==> src/rtl/hilo_mdu_pkg.sv <==
// ---------------------------------------------------------------------------
// hilo_mdu_pkg
//
// Purpose:
//    Shared definitions for the HI/LO multiply/divide unit: operation codes,
//    FSM state encodings, default datapath width, iteration counter width and
//    small helpers that decode an operation code.
//
// Contents:
//    MDU_WIDTH    default operand / HI / LO width
//    MDU_CNT_W    iteration counter width, $clog2(MDU_WIDTH)+1
//    mdu_op_e     OP_MULT, OP_MULTU, OP_DIV, OP_DIVU
//    mdu_state_e  S_IDLE, S_RUN, S_FINISH
//    opIsDiv      1 for DIV/DIVU
//    opIsSigned   1 for MULT/DIV
// ---------------------------------------------------------------------------
package hilo_mdu_pkg;

   localparam int MDU_WIDTH = 32;
   localparam int MDU_CNT_W = $clog2(MDU_WIDTH) + 1;

   typedef enum logic [1:0] {
      OP_MULT  = 2'b00,
      OP_MULTU = 2'b01,
      OP_DIV   = 2'b10,
      OP_DIVU  = 2'b11
   } mdu_op_e;

   typedef enum logic [1:0] {
      S_IDLE   = 2'b00,
      S_RUN    = 2'b01,
      S_FINISH = 2'b10
   } mdu_state_e;

   // The upper opcode bit selects divide, the lower bit selects unsigned.
   function automatic logic opIsDiv(input mdu_op_e op);
      return op[1];
   endfunction

   function automatic logic opIsSigned(input mdu_op_e op);
      return ~op[0];
   endfunction

endpackage

==> src/rtl/mdu_iter.sv <==
// ---------------------------------------------------------------------------
// mdu_iter
//
// Purpose:
//    One iteration step of the multi-cycle multiply/divide unit. Purely
//    combinational; the top level registers the results every RUN cycle.
//
//    Multiply: shift-add on a 2*width accumulator. The low half initially
//    holds the multiplier; each step conditionally adds the multiplicand into
//    the high half and shifts the whole accumulator right by one, so after
//    width steps the accumulator holds the full product.
//
//    Divide: restoring division. The low half of the accumulator holds the
//    dividend, consumed MSB first; the partial remainder is width+1 bits.
//    The quotient bit is returned separately and shifted in by the top level.
//
// Ports:
//    i_isDiv     1 = divide step, 0 = multiply step
//    i_acc       current accumulator (product, or dividend/quotient in low half)
//    i_rem       current partial remainder (divide only)
//    i_operand   multiplicand (multiply) or divisor (divide) magnitude
//    o_nextAcc   next accumulator for a multiply step (unchanged for divide)
//    o_nextRem   next partial remainder for a divide step (unchanged for multiply)
//    o_qBit      quotient bit produced by a divide step
// ---------------------------------------------------------------------------
module mdu_iter
   import hilo_mdu_pkg::*;
#(
   parameter int width = MDU_WIDTH
) (
   input  logic                 i_isDiv,
   input  logic [2*width-1:0]   i_acc,
   input  logic [width:0]       i_rem,
   input  logic [width-1:0]     i_operand,
   output logic [2*width-1:0]   o_nextAcc,
   output logic [width:0]       o_nextRem,
   output logic                 o_qBit
);

   logic [width:0]   w_mulSum;
   logic [width+1:0] w_shifted;
   logic [width+1:0] w_trial;

   // The multiply sum keeps its carry so the right shift brings it back into
   // the top of the accumulator. For divide, the trial subtraction is one bit
   // wider than the partial remainder so its MSB is a clean borrow flag: no
   // borrow means the divisor fits and the quotient bit is 1.
   always_comb begin
      w_mulSum  = {1'b0, i_acc[2*width-1:width]} +
                  (i_acc[0] ? {1'b0, i_operand} : '0);
      w_shifted = {i_rem, i_acc[width-1]};
      w_trial   = w_shifted - {2'b00, i_operand};
      o_qBit    = ~w_trial[width+1];

      o_nextAcc = i_acc;
      o_nextRem = i_rem;
      if (i_isDiv) begin
         o_nextRem = o_qBit ? w_trial[width:0] : w_shifted[width:0];
      end else begin
         o_nextAcc = {w_mulSum, i_acc[width-1:1]};
      end
   end

endmodule

==> src/rtl/hilo_mdu.sv <==
// ---------------------------------------------------------------------------
// hilo_mdu
//
// Purpose:
//    Multi-cycle multiply/divide unit holding the architectural HI and LO
//    registers. Executes MULT, MULTU, DIV, DIVU (width+1 cycles each) and
//    MTHI/MTLO (single-cycle writes while idle). Signed operations are run on
//    magnitudes and the signs are fixed up in the FINISH cycle.
//
// Ports:
//    CLK     rising-edge clock
//    RST_N   synchronous active-low reset
//    Start   request an operation; sampled only in IDLE
//    Op      00 MULT, 01 MULTU, 10 DIV, 11 DIVU
//    SrcA    multiplicand / dividend
//    SrcB    multiplier / divisor
//    WEHI    MTHI: write WD into HI (IDLE, Start low only)
//    WELO    MTLO: write WD into LO (IDLE, Start low only)
//    WD      MTHI/MTLO data
//    HI      high product / remainder (registered)
//    LO      low product / quotient (registered)
//    Busy    operation in flight (registered)
//    Done    one-cycle pulse alongside freshly written HI/LO (registered)
// ---------------------------------------------------------------------------
module hilo_mdu
   import hilo_mdu_pkg::*;
#(
   parameter int width = MDU_WIDTH
) (
   input  logic               CLK,
   input  logic               RST_N,
   input  logic               Start,
   input  logic [1:0]         Op,
   input  logic [width-1:0]   SrcA,
   input  logic [width-1:0]   SrcB,
   input  logic               WEHI,
   input  logic               WELO,
   input  logic [width-1:0]   WD,
   output logic [width-1:0]   HI,
   output logic [width-1:0]   LO,
   output logic               Busy,
   output logic               Done
);

   localparam int                CNT_W     = $clog2(width) + 1;
   localparam logic [CNT_W-1:0]  LAST_ITER = CNT_W'(width - 1);

   mdu_state_e          r_state;
   logic                r_isDiv;
   logic [2*width-1:0]  r_acc;
   logic [width:0]      r_rem;
   logic [width-1:0]    r_operand;
   logic                r_prodNeg;
   logic                r_remNeg;
   logic                r_divZero;
   logic [CNT_W-1:0]    r_count;
   logic [width-1:0]    r_hi;
   logic [width-1:0]    r_lo;
   logic                r_busy;
   logic                r_done;

   mdu_op_e             w_opIn;
   logic                w_startIsDiv;
   logic                w_signA;
   logic                w_signB;
   logic [width-1:0]    w_magA;
   logic [width-1:0]    w_magB;
   logic [2*width-1:0]  w_nextAcc;
   logic [width:0]      w_nextRem;
   logic                w_qBit;
   logic [2*width-1:0]  w_product;
   logic [width-1:0]    w_quot;
   logic [width-1:0]    w_remRaw;
   logic [width-1:0]    w_quotFix;
   logic [width-1:0]    w_remFix;

   // Operand conditioning for a new request. Only the signed operations look
   // at the sign bits; unsigned operations pass the raw values through as
   // their "magnitudes". The most negative value negates to itself, which is
   // exactly its unsigned magnitude, so no special case is needed.
   always_comb begin
      w_opIn       = mdu_op_e'(Op);
      w_startIsDiv = opIsDiv(w_opIn);
      w_signA      = opIsSigned(w_opIn) & SrcA[width-1];
      w_signB      = opIsSigned(w_opIn) & SrcB[width-1];
      w_magA       = w_signA ? (-SrcA) : SrcA;
      w_magB       = w_signB ? (-SrcB) : SrcB;
   end

   // Sign fix-up of the finished magnitudes. The product is negated as one
   // 2*width value; quotient and remainder are negated independently, the
   // remainder taking the dividend's sign.
   always_comb begin
      w_product = r_prodNeg ? (-r_acc) : r_acc;
      w_quot    = r_acc[width-1:0];
      w_remRaw  = r_rem[width-1:0];
      w_quotFix = r_prodNeg ? (-w_quot) : w_quot;
      w_remFix  = r_remNeg ? (-w_remRaw) : w_remRaw;
   end

   mdu_iter #(
      .width      (width)
   ) u_iter (
      .i_isDiv    (r_isDiv),
      .i_acc      (r_acc),
      .i_rem      (r_rem),
      .i_operand  (r_operand),
      .o_nextAcc  (w_nextAcc),
      .o_nextRem  (w_nextRem),
      .o_qBit     (w_qBit)
   );

   // Main FSM: IDLE accepts a request or an MTHI/MTLO write, RUN performs
   // width iterations, FINISH applies the sign fix-up and writes HI/LO.
   // Busy covers the RUN and FINISH cycles; Done is a single-cycle pulse in
   // the cycle after FINISH, which is already IDLE, so a back-to-back Start
   // is accepted there. For divide the dividend bits leave the top of the low
   // accumulator half while quotient bits enter at the bottom.
   // A zero divisor naturally leaves the dividend in the remainder (so HI
   // comes back as SrcA after the sign fix-up), but the all-ones quotient
   // could be negated, so LO is forced to all ones in that case.
   always_ff @(posedge CLK) begin
      if (!RST_N) begin
         r_state   <= S_IDLE;
         r_isDiv   <= 1'b0;
         r_acc     <= '0;
         r_rem     <= '0;
         r_operand <= '0;
         r_prodNeg <= 1'b0;
         r_remNeg  <= 1'b0;
         r_divZero <= 1'b0;
         r_count   <= '0;
         r_hi      <= '0;
         r_lo      <= '0;
         r_busy    <= 1'b0;
         r_done    <= 1'b0;
      end else begin
         r_done <= 1'b0;
         case (r_state)
            S_IDLE: begin
               if (Start) begin
                  r_isDiv   <= w_startIsDiv;
                  r_prodNeg <= w_signA ^ w_signB;
                  r_remNeg  <= w_signA;
                  r_divZero <= (SrcB == '0);
                  r_count   <= '0;
                  r_rem     <= '0;
                  if (w_startIsDiv) begin
                     r_acc     <= {{width{1'b0}}, w_magA};
                     r_operand <= w_magB;
                  end else begin
                     r_acc     <= {{width{1'b0}}, w_magB};
                     r_operand <= w_magA;
                  end
                  r_busy  <= 1'b1;
                  r_state <= S_RUN;
               end else begin
                  if (WEHI) begin
                     r_hi <= WD;
                  end
                  if (WELO) begin
                     r_lo <= WD;
                  end
               end
            end

            S_RUN: begin
               if (r_isDiv) begin
                  r_acc <= {r_acc[2*width-1:width], r_acc[width-2:0], w_qBit};
                  r_rem <= w_nextRem;
               end else begin
                  r_acc <= w_nextAcc;
               end
               r_count <= r_count + 1'b1;
               if (r_count == LAST_ITER) begin
                  r_state <= S_FINISH;
               end
            end

            S_FINISH: begin
               if (r_isDiv) begin
                  r_lo <= r_divZero ? {width{1'b1}} : w_quotFix;
                  r_hi <= w_remFix;
               end else begin
                  r_hi <= w_product[2*width-1:width];
                  r_lo <= w_product[width-1:0];
               end
               r_done  <= 1'b1;
               r_busy  <= 1'b0;
               r_state <= S_IDLE;
            end

            default: begin
               r_busy  <= 1'b0;
               r_state <= S_IDLE;
            end
         endcase
      end
   end

   assign HI   = r_hi;
   assign LO   = r_lo;
   assign Busy = r_busy;
   assign Done = r_done;

endmodule

==> config.mk <==
export PLATFORM = sky130hd
export DESIGN_NAME = hilo_mdu
export DESIGN_NICKNAME = d
export VERILOG_FILES = /design/src/rtl/hilo_mdu_pkg.sv /design/src/rtl/mdu_iter.sv /design/src/rtl/hilo_mdu.sv
export SDC_FILE = /design/constraint.sdc
export NUM_CORES = 1
export LEC_CHECK = 0
export ABC_AREA = 1
export BUFFER_PORTS_ARGS = -buffer_cell sky130_fd_sc_hd__buf_4
export CORE_MARGIN = 2
export CORE_UTILIZATION = 51
export CTS_CLUSTER_DIAMETER = 60
export DETAILED_ROUTE_END_ITERATION = 16
export GPL_TIMING_DRIVEN = 0
export PLACE_DENSITY = 0.79
export SLEW_MARGIN = 20
export SYNTH_ARGS = -nofsm -noshare
export SYNTH_HDL_FRONTEND = slang
export SYNTH_SLANG_ARGS = --single-unit
export TNS_END_PERCENT = 1
==> constraint.sdc <==
create_clock -name CLK -period 2.4 [get_ports CLK]
set_clock_uncertainty 0.1 [all_clocks]
set_input_delay 0.24 -clock CLK [delete_from_list [all_inputs] [get_ports CLK]]
set_output_delay 0.24 -clock CLK [all_outputs]
set_load 0.005 [all_outputs]
==> summary.md <==
| Metric | Value |
|---|---|
| Ranking of synthesized cells by area | `sky130_fd_sc_hd__dfxtp_1, sky130_fd_sc_hd__nand2_1, sky130_fd_sc_hd__nand3_1` |
| Syn_nets | `3710` |
| Final Worst Setup Slack | `-0.183 ns` |
| Combinational share of power | `0.317` |
| Gate count after technology mapping | `3536` |
| Hold Path Class | `input port to flip-flop` |
| Dominant cell by count in the synthesized netlist | `sky130_fd_sc_hd__nand2_1` |
| R2R Path End | `r_acc[61]$_SDFFE_PN0P_` |
| Synth area leader | `sky130_fd_sc_hd__dfxtp_1` |
| Worst Hold Depth | `5` |
| Worst Path Class, Setup | `flip-flop to flip-flop` |
| Most common library cells after synthesis | `sky130_fd_sc_hd__nand2_1, sky130_fd_sc_hd__inv_1, sky130_fd_sc_hd__nand3_1` |
| Number of flops mapped to enable cells by yosys | `0` |
| Initial DRT Pass Iterations | `8` |
| Clock net sink count | `207` |
| Via count | `25600` |
| Worst-case reg-to-reg path depth | `14` |
| Pin count of the biggest net entering global routing | `14` |
| Remaining design rule violation count | `0` |
| Final RePlAce weighted congestion | `1.10` |
| Routed WL per cell | `21.9 um` |
| Clock transition time at the flip-flop clock pins of the worst setup and hold paths | `0.06 ns` |
| Slowest CP cell | `sky130_fd_sc_hd__fa_2` |
| Hold Path Origin | `WD[12]` |
| Unrepaired setup endpoints after global routing | `yes` |
| Final design instance area without fill | `24700 um2` |
| Max stage delay on crit path | `0.42 ns` |
| Count of buffers inserted at the top-level ports | `167` |
| YS warnings | `0` |
| Post-synthesis sequential element count | `207` |
| Worst IR drop on VDD | `0.411 mV` |
| Result of the run | `finished, violations left` |
| Number of buffers created by CTS | `28` |
| Final count of hold timing violations | `0` |
| Detailed router's first-iteration violation count | `3312` |
| Critical path required time | `2.79 ns` |
| Startpoint of the most critical register-to-register path | `r_acc[0]$_SDFFE_PN0P_` |
| Count of antenna diodes in the layout | `0` |
| Average vias per placed instance | `5.95` |
| Clock tree root driver cell | `sky130_fd_sc_hd__clkbuf_16` |
| Worst R2R Setup Slack | `-0.18 ns` |
| DIE AREA | `40500 um2` |
| Number of antenna violations at the first check in global routing | `0` |
| Register area share after synthesis | `0.209` |
| Violated checks | `setup timing` |
| Overall routing resource usage | `0.444` |
| Pleak | `12.0 nW` |
| Worst setup EP type | `flip-flop` |
| Power density relative to cell area | `498 nW/um2` |
| H-tree levels | `1` |
| Total Power | `0.0123 W` |
| Max-cap viol count | `0` |
| Cell-internal power | `0.00761 W` |
| Critical path launch point type | `flip-flop` |
| Destination of the worst hold path | `HI[12]$_SDFFE_PN0P_` |
| Layout overhead on the synthesized area | `24.3%` |
| Setup-violating endpoint count in the final report | `55` |
| Final critical-path required period | `2.58 ns` |
| Ratio of final minimum period to clock period | `1.08` |
| Number of nets with antenna violations after routing | `0` |
| Hold Slack | `0.00822 ns` |
| Top flip-flop cell by instance count after synthesis | `sky130_fd_sc_hd__dfxtp_1` |
| Via count of the first global-routing pass | `23200` |
| Most common cell type on the critical path | `sky130_fd_sc_hd__nand3_1` |
| Effective utilization at floorplan | `0.515` |
| Number of I/O pins | `169` |
| Grt ovf | `0` |
| Critical Path AT | `2.98 ns` |
| Setup Total Neg Slack | `-3.43 ns` |
| Latest clock arrival within the worst-skew pair | `0.57 ns` |
| Mapped Area | `19900 um2` |
| Total Wirelength | `94300 um` |
| CTS tree | `yes` |
| Worst slack after detailed placement | `-0.700 ns` |
| Achievable clock frequency | `0.387 GHz` |
| Final-stage net count | `3943` |
| Maximum fanout encountered on the critical timing path | `7` |
| Synth top area share | `0.209` |
| Final HPWL DP | `76100 um` |
| Switching Fraction | `0.380` |
| Mean instance size in the synthesized netlist | `5.61 um2` |
| First-pass GRT wire length | `138000 um` |
| Net switching power figure | `0.00467 W` |
| Sequential share of power | `0.318` |
| Fraction of registers with async set/reset | `0` |
| CTS max path bufs | `3` |
| Synth cell types | `56` |
| Clock network power share | `0.365` |
| Slew at the pin with the worst max-slew slack | `0.898 ns` |
| Fraction of final layout cells sized beyond drive strength 1 | `0.168` |
| Relative slew slack | `0.395` |
| Crit path cell chain | `buf_6, clkbuf_16, nand2_4, inv_2, ha_4, inv_2, fa_2, o21ai_4, a21boi_4, o21ai_4, nand3_1, nand3_1, nand3_1, a21oi_1` |
| Core area | `38600 um2` |
| Die outline height | `201 um` |
| Die width | `201 um` |
| Std cell rows | `72` |
| Number of slew-limit violations in the final report | `0` |
| Total cell area at the placement stage | `21800 um2` |
==> flip-flops by register name (all words and copies together), names as in the netlist, 2 cells and up <==
signal     count
r_rem         33
r_state        2
LO            32
HI            32
r_count        6
r_acc         64
r_operand     32
==> repair_timing <==
action,4_1_cts,5_1_grt
setup endpoints to repair,113,131
pin swaps,17,31
gates cloned,0,1
gates resized for setup,222,178
hold buffers,19,0
hold endpoints to repair,29,0
setup buffers,5,11
==> worst max-delay path: cells and delay by family (launching register included) <==
kind	cells	cell delay, ns
buf+inv	4	0.38
flops	1	0.33
compound gates	4	0.79
simple gates	4	0.36
fa+ha+maj	2	0.54
==> power groups by stage <==
stage / sequential, W / combinational (W) / clock (W)
after floorplan: 0.00385 / 0.00219 / 0
after global placement: 0.00395 / 0.00341 / 0
after detailed placement: 0.00395 / 0.00341 / 0
after CTS: 0.00388 / 0.00358 / 0.00445
after global routing: 0.00391 / 0.00418 / 0.00457
final: 0.00391 / 0.00390 / 0.00448
==> cell type report <==
class	instances	area (um2)
clock inverter	15	200
inverter	495	1860
sequential	207	4220
buffer	142	738
fill	3859	13900
tap	518	648
clock buffer	36	792
timing repair buffer	203	1590
multi-input combinational	2692	14600
==> logic make-up after synthesis <==
family,after synthesis,synth area share
xor gates and xnor gates,60,0.0265
DFF,207,0.209
AOI/OAI and AO/OA,672,0.187
and+or+nand+nor,1889,0.408
adders and majority gates,71,0.0455
buffers and inverters,637,0.124
==> through the flow <==
stage	util	std cells
after floorplan	-	3536
after global placement	0.564	4221
after detailed placement	0.564	4221
after CTS	0.619	4296
after global routing	0.640	4308
final	0.640	4308
==> layout by cell type, fill, tap and decap left out, types with 24 or more instances in the layout <==
cell type and count:
sky130_fd_sc_hd__nor2_1 337, sky130_fd_sc_hd__xor2_1 40, sky130_fd_sc_hd__nand3_2 24, sky130_fd_sc_hd__a221oi_1 37
sky130_fd_sc_hd__ha_4 43, sky130_fd_sc_hd__nor3_1 34, sky130_fd_sc_hd__dfxtp_2 33, sky130_fd_sc_hd__inv_2 32
sky130_fd_sc_hd__inv_1 459, sky130_fd_sc_hd__o21ai_0 214, sky130_fd_sc_hd__clkbuf_16 30, sky130_fd_sc_hd__nor2_2 30
sky130_fd_sc_hd__dfxtp_1 165, sky130_fd_sc_hd__a21oi_2 35, sky130_fd_sc_hd__nand2_2 54, sky130_fd_sc_hd__nand3_1 349
sky130_fd_sc_hd__buf_4 186, sky130_fd_sc_hd__nand2_1 933, sky130_fd_sc_hd__a21oi_1 260, sky130_fd_sc_hd__clkbuf_1 86
sky130_fd_sc_hd__nand4_1 39
==> per-layer routing <==
| metal | share of wire | track usage |
|---|---|---|
| met5 | 0 | 0 |
| met4 | 0.072 | 0.275 |
| met3 | 0.12 | 0.0687 |
| met2 | 0.42 | 0.668 |
| met1 | 0.39 | 0.596 |
==> worst max-delay path by stage <==
| stage | start | end | slack [ns] |
|---|---|---|---|
| after floorplan | r_acc[0]$_SDFFE_PN0P_ | r_acc[61]$_SDFFE_PN0P_ | 0.004 |
| after global placement | r_acc[0]$_SDFFE_PN0P_ | r_acc[60]$_SDFFE_PN0P_ | -0.65 |
| after detailed placement | r_acc[0]$_SDFFE_PN0P_ | r_acc[60]$_SDFFE_PN0P_ | -0.70 |
| after CTS | r_acc[0]$_SDFFE_PN0P_ | r_acc[55]$_SDFFE_PN0P_ | -0.13 |
| after global routing | r_operand[20]$_SDFFE_PN0P_ | r_rem[20]$_SDFFE_PN0P_ | -0.25 |
| final | r_acc[0]$_SDFFE_PN0P_ | r_acc[61]$_SDFFE_PN0P_ | -0.18 |
No activity file was read; power rests on OpenSTA's default activity.
